**config.mk**
```make
export PLATFORM = sky130hd
export DESIGN_NAME = turfio_cmdproc_buffer
export DESIGN_NICKNAME = d
export VERILOG_FILES = /design/src/rtl/turfio_cmdproc_buffer.sv
export SDC_FILE = /design/constraint.sdc
export NUM_CORES = 2
export LEC_CHECK = 0
export BUFFER_PORTS_ARGS = -buffer_cell sky130_fd_sc_hd__buf_4
export CORE_MARGIN = 4
export CORE_UTILIZATION = 42
export CTS_BUF_LIST = sky130_fd_sc_hd__clkbuf_16
export DETAILED_ROUTE_END_ITERATION = 10
export MAX_ROUTING_LAYER = met4
export REMOVE_ABC_BUFFERS = 1
export SETUP_SLACK_MARGIN = 0.05
export SYNTH_ARGS = -nofsm -noshare
export SYNTH_HDL_FRONTEND = slang
export SYNTH_SLANG_ARGS = --single-unit
```
**constraint.sdc**
```tcl
create_clock -name sysclk_i -period 10.2 [get_ports sysclk_i]
set_input_delay 1.53 -clock sysclk_i [delete_from_list [all_inputs] [get_ports sysclk_i]]
set_output_delay 1.53 -clock sysclk_i [all_outputs]
set_load 0.01 [all_outputs]
```
**src/rtl/turfio_cmdproc_buffer.sv**
```systemverilog
// turfio_cmdproc_buffer
// Packet FIFO behind the command-decoder byte stream. The input side has no
// backpressure, so bytes are written speculatively and a packet only becomes
// readable once its tlast byte is stored. Packets that are aborted, longer
// than MAX_LEN, or that run into a full buffer are discarded whole.
// Committed packets are replayed on an AXI4-Stream master with tready.
//
// Ports:
//   sysclk_i       system clock (single domain)
//   rst_i          synchronous active-high reset
//   cmdproc_rst_i  decoder abort: discard the packet being written
//   s_tdata/s_tvalid/s_tlast  input byte stream, never stalled
//   m_tdata/m_tvalid/m_tready/m_tlast  output stream
//   pkt_count_o    committed packets (wrapping)
//   drop_count_o   dropped packets (saturating at 255)
//   overflow_o     one-cycle pulse per dropped packet
module turfio_cmdproc_buffer #(
  parameter int ADDR_BITS = 8,
  parameter int MAX_LEN   = 64
) (
  input  logic        sysclk_i,
  input  logic        rst_i,
  input  logic        cmdproc_rst_i,
  input  logic [7:0]  s_tdata,
  input  logic        s_tvalid,
  input  logic        s_tlast,
  output logic [7:0]  m_tdata,
  output logic        m_tvalid,
  input  logic        m_tready,
  output logic        m_tlast,
  output logic [15:0] pkt_count_o,
  output logic [7:0]  drop_count_o,
  output logic        overflow_o
);

  localparam int DEPTH = 1 << ADDR_BITS;
  localparam int PW    = ADDR_BITS + 1;

  typedef enum logic [1:0] {IDLE, ACTIVE, DROP} wstate_t;

  wstate_t state, state_nx;

  logic [8:0]    mem [DEPTH];
  logic [PW-1:0] wr_ptr;      // speculative write pointer
  logic [PW-1:0] commit_wr;   // end of last committed packet, write-side view
  logic [PW-1:0] commit_ptr;  // commit_wr one cycle later, the only bound the reader sees
  logic [PW-1:0] rd_ptr;
  logic [PW-1:0] len;
  logic [PW-1:0] used;
  logic          full, at_max;
  logic          wr_en, do_commit, do_drop, rewind, rd_en;
  logic [8:0]    rd_word;

  // Occupancy uses the registered rd_ptr, so space freed by a read this
  // cycle only becomes writable on the following cycle.
  assign used   = wr_ptr - rd_ptr;
  assign full   = (used == PW'(DEPTH));
  assign at_max = (len == PW'(MAX_LEN));

  always_comb begin
    state_nx  = state;
    wr_en     = 1'b0;
    do_commit = 1'b0;
    do_drop   = 1'b0;
    rewind    = 1'b0;
    if (cmdproc_rst_i) begin
      // Abort wins over a same-cycle byte; only a packet in progress is a drop.
      state_nx = IDLE;
      rewind   = 1'b1;
      do_drop  = (state == ACTIVE);
    end else if (s_tvalid) begin
      case (state)
        IDLE, ACTIVE: begin
          if (full || at_max) begin
            rewind   = 1'b1;
            do_drop  = 1'b1;
            state_nx = s_tlast ? IDLE : DROP;
          end else begin
            wr_en = 1'b1;
            if (s_tlast) begin
              do_commit = 1'b1;
              state_nx  = IDLE;
            end else begin
              state_nx = ACTIVE;
            end
          end
        end
        DROP:    if (s_tlast) state_nx = IDLE;
        default: state_nx = IDLE;
      endcase
    end
  end

  // Write side: FSM, pointers and counters
  always_ff @(posedge sysclk_i) begin
    if (rst_i) begin
      state        <= IDLE;
      wr_ptr       <= '0;
      commit_wr    <= '0;
      commit_ptr   <= '0;
      len          <= '0;
      pkt_count_o  <= '0;
      drop_count_o <= '0;
      overflow_o   <= 1'b0;
    end else begin
      state      <= state_nx;
      overflow_o <= do_drop;
      commit_ptr <= commit_wr;
      if (do_drop && (drop_count_o != 8'hFF)) drop_count_o <= drop_count_o + 8'd1;
      if (rewind) begin
        wr_ptr <= commit_wr;
        len    <= '0;
      end else if (wr_en) begin
        wr_ptr <= wr_ptr + PW'(1);
        if (do_commit) begin
          len         <= '0;
          commit_wr   <= wr_ptr + PW'(1);
          pkt_count_o <= pkt_count_o + 16'd1;
        end else begin
          len <= len + PW'(1);
        end
      end
    end
  end

  always_ff @(posedge sysclk_i) begin
    if (wr_en) mem[wr_ptr[ADDR_BITS-1:0]] <= {s_tlast, s_tdata};
  end

  // Read side: single registered output slot
  assign rd_word = mem[rd_ptr[ADDR_BITS-1:0]];
  assign rd_en   = (rd_ptr != commit_ptr) && (!m_tvalid || m_tready);

  always_ff @(posedge sysclk_i) begin
    if (rst_i) begin
      rd_ptr   <= '0;
      m_tvalid <= 1'b0;
      m_tdata  <= '0;
      m_tlast  <= 1'b0;
    end else if (rd_en) begin
      rd_ptr   <= rd_ptr + PW'(1);
      m_tvalid <= 1'b1;
      m_tlast  <= rd_word[8];
      m_tdata  <= rd_word[7:0];
    end else if (m_tready) begin
      m_tvalid <= 1'b0;
    end
  end

endmodule

```
Word level (Yosys, flattened, before mapping)

Memories as Yosys holds them, arrays and structs flattened. A register that Yosys moved wholly into a read port is not among the register bits.
Index checks and enable logic that the tools add are counted.

Memories: 1
Output and inout port bits: 35
Memory bits (writable): 2304
Bits of input ports: 14
Flip-flop bits (word level): 73

Eq/ne operators: 7
Bitwise operators: 1
Reductions and logical operators: 13
Add/sub/neg operators: 6
Mux-type cells: 26

Memories:

| memory | words | bits a word | rd ports | clocked after Yosys merged registers in | wr ports | RTL line | source |
|---|---|---|---|---|---|---|---|
| mem    | 256   | 9           | 1        | 1                                       | 1        | 43       | `logic [8:0] mem [DEPTH];` |

Operators with widths:

| operator                                                        | number |
|---|---|
| 9-bit by 1-bit adder with 9-bit output, second input constant   | 3 |
| 9-bit two-way mux                                               | 3 |
| 1-bit two-way mux                                               | 19 |
| 16-bit by 1-bit adder with 16-bit output, second input constant | 1 |
| 9-bit by 7-bit == test with 1-bit output, second input constant | 1 |
| 9-bit == test, second input constant                            | 1 |
| 9-bit inequality test                                           | 1 |
| 9-bit subtractor                                                | 1 |
| 8-bit by 1-bit adder with 8-bit output, second input constant   | 1 |
| 8-bit inequality test, second input constant                    | 1 |
| 2-bit two-way mux                                               | 3 |
| 2-bit OR reduction                                              | 3 |
| 2-bit one-hot mux with 2 select lines                           | 1 |
| 2-bit nonzero test                                              | 2 |
| 3-bit AND reduction                                             | 1 |
| 2-bit by 1-bit == test with 1-bit output, second input constant | 1 |
| 2-bit == test, second input constant                            | 1 |
| 1-bit logical AND                                               | 2 |
| 2-bit logical NOT                                               | 1 |
| 1-bit logical OR                                                | 2 |
| 2-bit inequality test, second input constant                    | 1 |
| 2-bit AND reduction                                             | 1 |
| 1-bit logical NOT                                               | 1 |
| 1-bit inverter                                                  | 1 |

Longest topological paths before layout

Depth after elaboration: 9
Gate-level depth with buffers: 16
Gate-level depth less buffers: 10

Worst setup path before layout

Ideal clock, no wire load.

Path type: register -> register
From: register rd_ptr[2]
To: memory mem[101][0], enable pin
Clock period less this slack: 4.216 ns
Stages on the path, launching flop included: 16
Slack: 5.984 ns
Required time: 9.826 ns
Path buffers: 6
Arrival time: 3.842 ns
Path through: dfxtp_1 > buf_2 > clkinv_1 > buf_1 > clkbuf_1 > clkbuf_1 > ha_1 > o211a_1 > or2_0 > a31oi_1 > nor4_2 > nor3_4 > buf_4 > nand3_2 > buf_2 > nor2_1

Cells in the longest elaborated chain, start to end: 9

Ends and longest elaborated chain:

| item                                    | RTL line | source |
|---|---|---|
| start, declared                         | 47       | `logic [PW-1:0] rd_ptr;` |
| start signal, assigned                  | 141      | `rd_ptr <= rd_ptr + PW'(1);` |
| 9-bit subtractor                        | 56       | `assign used = wr_ptr - rd_ptr;` |
| 9-bit == test                           | 57       | `assign full = (used == PW'(DEPTH));` |
| 1-bit logical OR                        | 74       | `if (full \|\| at_max) begin` |
| 1-bit two-way mux                       | 74       |  |
| 1-bit two-way mux                       | 72       | `case (state)` |
| 1-bit two-way mux                       | 71       | `end else if (s_tvalid) begin` |
| 1-bit two-way mux                       | 66       | `if (cmdproc_rst_i) begin` |
| 1-bit two-way mux                       | 127      | `if (wr_en) mem[wr_ptr[ADDR_BITS-1:0]] <= {s_tlast, s_tdata};` |
| 1-bit two-way mux (implied by the code) | 127      |  |
| end, declared                           | 43       |  |

Every way passes these cells.

Final worst setup path

From: register rd_ptr[0]
To: register m_tdata[2], read port of mem

Cells in the longest elaborated chain, start to end: 2

Ends and longest elaborated chain:

| item                  | RTL line | source |
|---|---|---|
| 9-bit inequality test | 132      | `assign rd_en = (rd_ptr != commit_ptr) && (!m_tvalid \|\| m_tready);` |
| 1-bit logical AND     | 132      |  |
| end, declared         | 27       | `output logic [7:0] m_tdata,` |

Several ways; a longest one is shown, not always the timed one.
A chain may end at the register's enable or synchronous reset.

==> impl_metrics.tcl <==
set metrics [dict create \
    critical_path.max_fanout 87 \
    hold_violations 0 \
    drt.antenna.violating_nets 0 \
    synth.avg_cell_area_um2 19.97 \
    synthMostInstantiatedCell "sky130_fd_sc_hd__edfxtp_1" \
    cts_num_sinks 2386 \
    area.growth.synth_to_final_pct 11.75 \
    timing.slew.headroom_pct 11.89 \
    die_y_um 480.3 \
    synth-seq-area-share_pct 75.59 \
    antenna_found_initial 6 \
    final_core_utilization_pct 47.15 \
    finalSetupViolations 0 \
    yosysWarningCount 0 \
    dominantRegCellSynth "sky130_fd_sc_hd__edfxtp_1" \
    cts_repair_resize_count 0 \
    drt-pass1-iter-count 7 \
    clk_latency_worst_skew_pair_ns 0.89 \
    cp_data_required_time_ns 10.93 \
    hold_path_end "commit_wr[1]" \
    grt.total_usage_pct 24.01 \
    synth_enable_flop_cells 2304 \
    dp_worst_setup_slack_ns 4.254 \
    pin_count_of_the_biggest_net_entering_global_routing 138 \
    multi_input_area_um2 21230 \
    grt-ovfl-total 0 \
    synth_common_cells "2,304 x sky130_fd_sc_hd__edfxtp_1, 532 x sky130_fd_sc_hd__mux4_2, 385 x sky130_fd_sc_hd__nor2_1, 157 x sky130_fd_sc_hd__mux2i_1, 143 x sky130_fd_sc_hd__nand2_1" \
    clock-skew-final_ns 0.04703 \
    grt_first_pass_wirelength_um 381800 \
    clk_path_buf_depth 3 \
    design.portCount 49 \
    reg_clk_slew_reported_paths_ns 0.06 \
    criticalPathCategory "flip-flop to flip-flop" \
    rsz0062_at_grt "no" \
    cts_tree "yes" \
    number_of_cell_rows 173 \
    final_layout_size_suffix_gt1_share_pct 21.25 \
    hpwl_um 160000 \
    min_period_over_period_pct 56.63 \
    arrival_ns 6.51 \
    width_of_the_chip_um 480.3 \
    stdcell_count 7995 \
    dp.cells 7541 \
    regToRegSetupSlack_ns 4.42 \
    grt_pass1_vias 47884 \
    finalNetCount 4835 \
    run_status "finished clean" \
    synth.lib_cells_used.distinct 79 \
    finalWorstPathRequiredPeriod_ns 5.776 \
    post_synth_inst_count 4693 \
    worst_slack_ns 4.424 \
    avgRoutedWirePerCell_um 33.93 \
    placement.io_buffers 48 \
    worst_r2r_endpoint "m_tdata[2]" \
    tritoncts.num_buffers 236 \
    netlist_top_cells_area "sky130_fd_sc_hd__edfxtp_1 74%, sky130_fd_sc_hd__mux4_2 13%, sky130_fd_sc_hd__dfxtp_1 1.8%" \
    worst_hold_startpoint "commit_wr[1]" \
    layout.cell_area.non_filler_um2 104700 \
    power-per-cell-area_nw_per_um2 224.2 \
    wl_um 271200 \
    holdPathStages 2 \
    holdCritPathClass "flip-flop to flip-flop" \
    timing.hold.ws_ns 0.4624 \
    report.power.total_mw 23.47 \
    area.sequential_um2 70850 \
    routed-via-count 49160 \
    max_clock_freq_mhz 173.1 \
    placeableCoreArea_um2 222100 \
    routabilityCongestion 0.9057 \
    cts.repair_timing.setup_buffer_count 0 \
    critical_path.endpoint_type "flip-flop" \
    ys_async_sr_fraction_pct 0 \
    place_area_um2 97150 \
    setup.worst_path.start_class "flip-flop" \
    finalSetupTns_ns 0 \
    worst-slew-pin-transition_ns 1.288 \
    cts-root-buf "sky130_fd_sc_hd__clkbuf_16" \
    drt_iter0_drc 6715 \
    synth.largest_area_cell "sky130_fd_sc_hd__edfxtp_1" \
    fill_cells 18271 \
    total_leakage_power_nw 31.98 \
    final_max_slew_viol_count 0 \
    synth.cell_area_um2 93700 \
    ctsHtreeMaxLevel 4 \
    worst_r2r_startpoint "rd_ptr[0]" \
    via_per_inst 6.149 \
    cts_hold_buf 0 \
    drv_cap 0 \
    die-area_um2 230700 \
    critPathLaunch "rd_ptr[0]" \
    ys_seq_elements 2386 \
    max_vdd_drop_mv 0.1949 \
    initial_utilization_pct 42.19 \
    netlist.area_leader.share_pct 73.84 \
    ff2ff_path_depth 10 \
    drc 0 \
]
## state kept, by name, summed over array words and instances, names as in the netlist
register / count
state: 2
overflow_o: 1
commit_ptr: 9
wr_ptr: 9
mem: 2304
m_tvalid: 1
commit_wr: 9
rd_ptr: 9
m_tlast: 1
drop_count_o: 8
pkt_count_o: 16
len: 9
m_tdata: 8
## critical path: stages (launching register included)
cell,delay (ns)
sky130_fd_sc_hd__dfxtp_4,0.84
sky130_fd_sc_hd__buf_12,0.61
sky130_fd_sc_hd__buf_4,0.77
sky130_fd_sc_hd__buf_4,0.83
sky130_fd_sc_hd__mux4_2,0.61
sky130_fd_sc_hd__a22oi_1,0.36
sky130_fd_sc_hd__a21oi_1,0.28
sky130_fd_sc_hd__a31oi_1,0.36
sky130_fd_sc_hd__a21oi_1,0.12
sky130_fd_sc_hd__nor3_1,0.51
sky130_fd_sc_hd__o31ai_1,0.15
## cell type report
type                       count  area share, %
antenna                        8        0.01912
clock buffer                 236          5.640
clock inverter               210          1.562
inverter                      22        0.08364
multi-input combinational   2009          20.27
sequential                  2386          67.66
tap                         2975          3.555
timing repair buffer         149          1.207
## cell families (layout without fill, tap and decap cells)
logic type                 count (synthesis)  count (layout)  synth area share, %
adders and majority gates                 17              17               0.2270
buffers and inverters                    298             617                1.865
DFF                                     2386            2386                75.59
muxes                                    705             705                14.66
AOI/OAI and AO/OA                        482             482                3.608
xor gates and xnor gates                  49              49               0.4580
other                                      0               8                    0
and+or+nand+nor                          756             756                3.596
## cells in the final DEF (no fill, tap or decap), drive strengths merged, types with 9 or more instances in the layout
cell type and n:
and3 15, a211oi 27, a2111oi 10, a21oi 104, o211ai 15, o221ai 29, buf 141, nor2b 28
a22oi 74, mux2i 157, bufinv 16, a31oi 17, or4 9, clkbuf 244, xnor2 32, mux4 532
and2 9, clkinv 116, inv 92, nor2 385, a22o 19, a221oi 20, nor4 9, nand3 76
nor3 31, edfxtp 2304, xor2 17, ha 17, mux2 16, o21ai 62, nand2 144, dfxtp 82
nand4 19, o22ai 33
## per-layer routing
layer	GRT usage (%)	share of wire, %	vias to the layer above
li1	-	-	19605
met1	33.74	40	26196
met2	35.22	46	2872
met3	4.942	10	487
met4	8.083	3.6	0
met5	-	0	-
## report_power, final
| group | switching, mW | internal, mW |
|---|---|---|
| clock | 3.84 | 4.63 |
| combinational | 2.35 | 1.76 |
| sequential | 0.124 | 10.8 |
| total | 6.31 | 17.2 |
## worst max-delay path by stage
stage / endpoint / slack (ns) / cells past startpoint
finish: m_tdata[2] / 4.42 / 10
global route: m_tdata[2] / 3.98 / 10
CTS: m_tdata[2] / 4.24 / 10
detailed placement: m_tdata[2] / 4.25 / 10
global placement: m_tdata[2] / 4.20 / 10
floorplan: m_tdata[5] / -17.38 / 8
No activity file was read; power rests on OpenSTA's default activity.
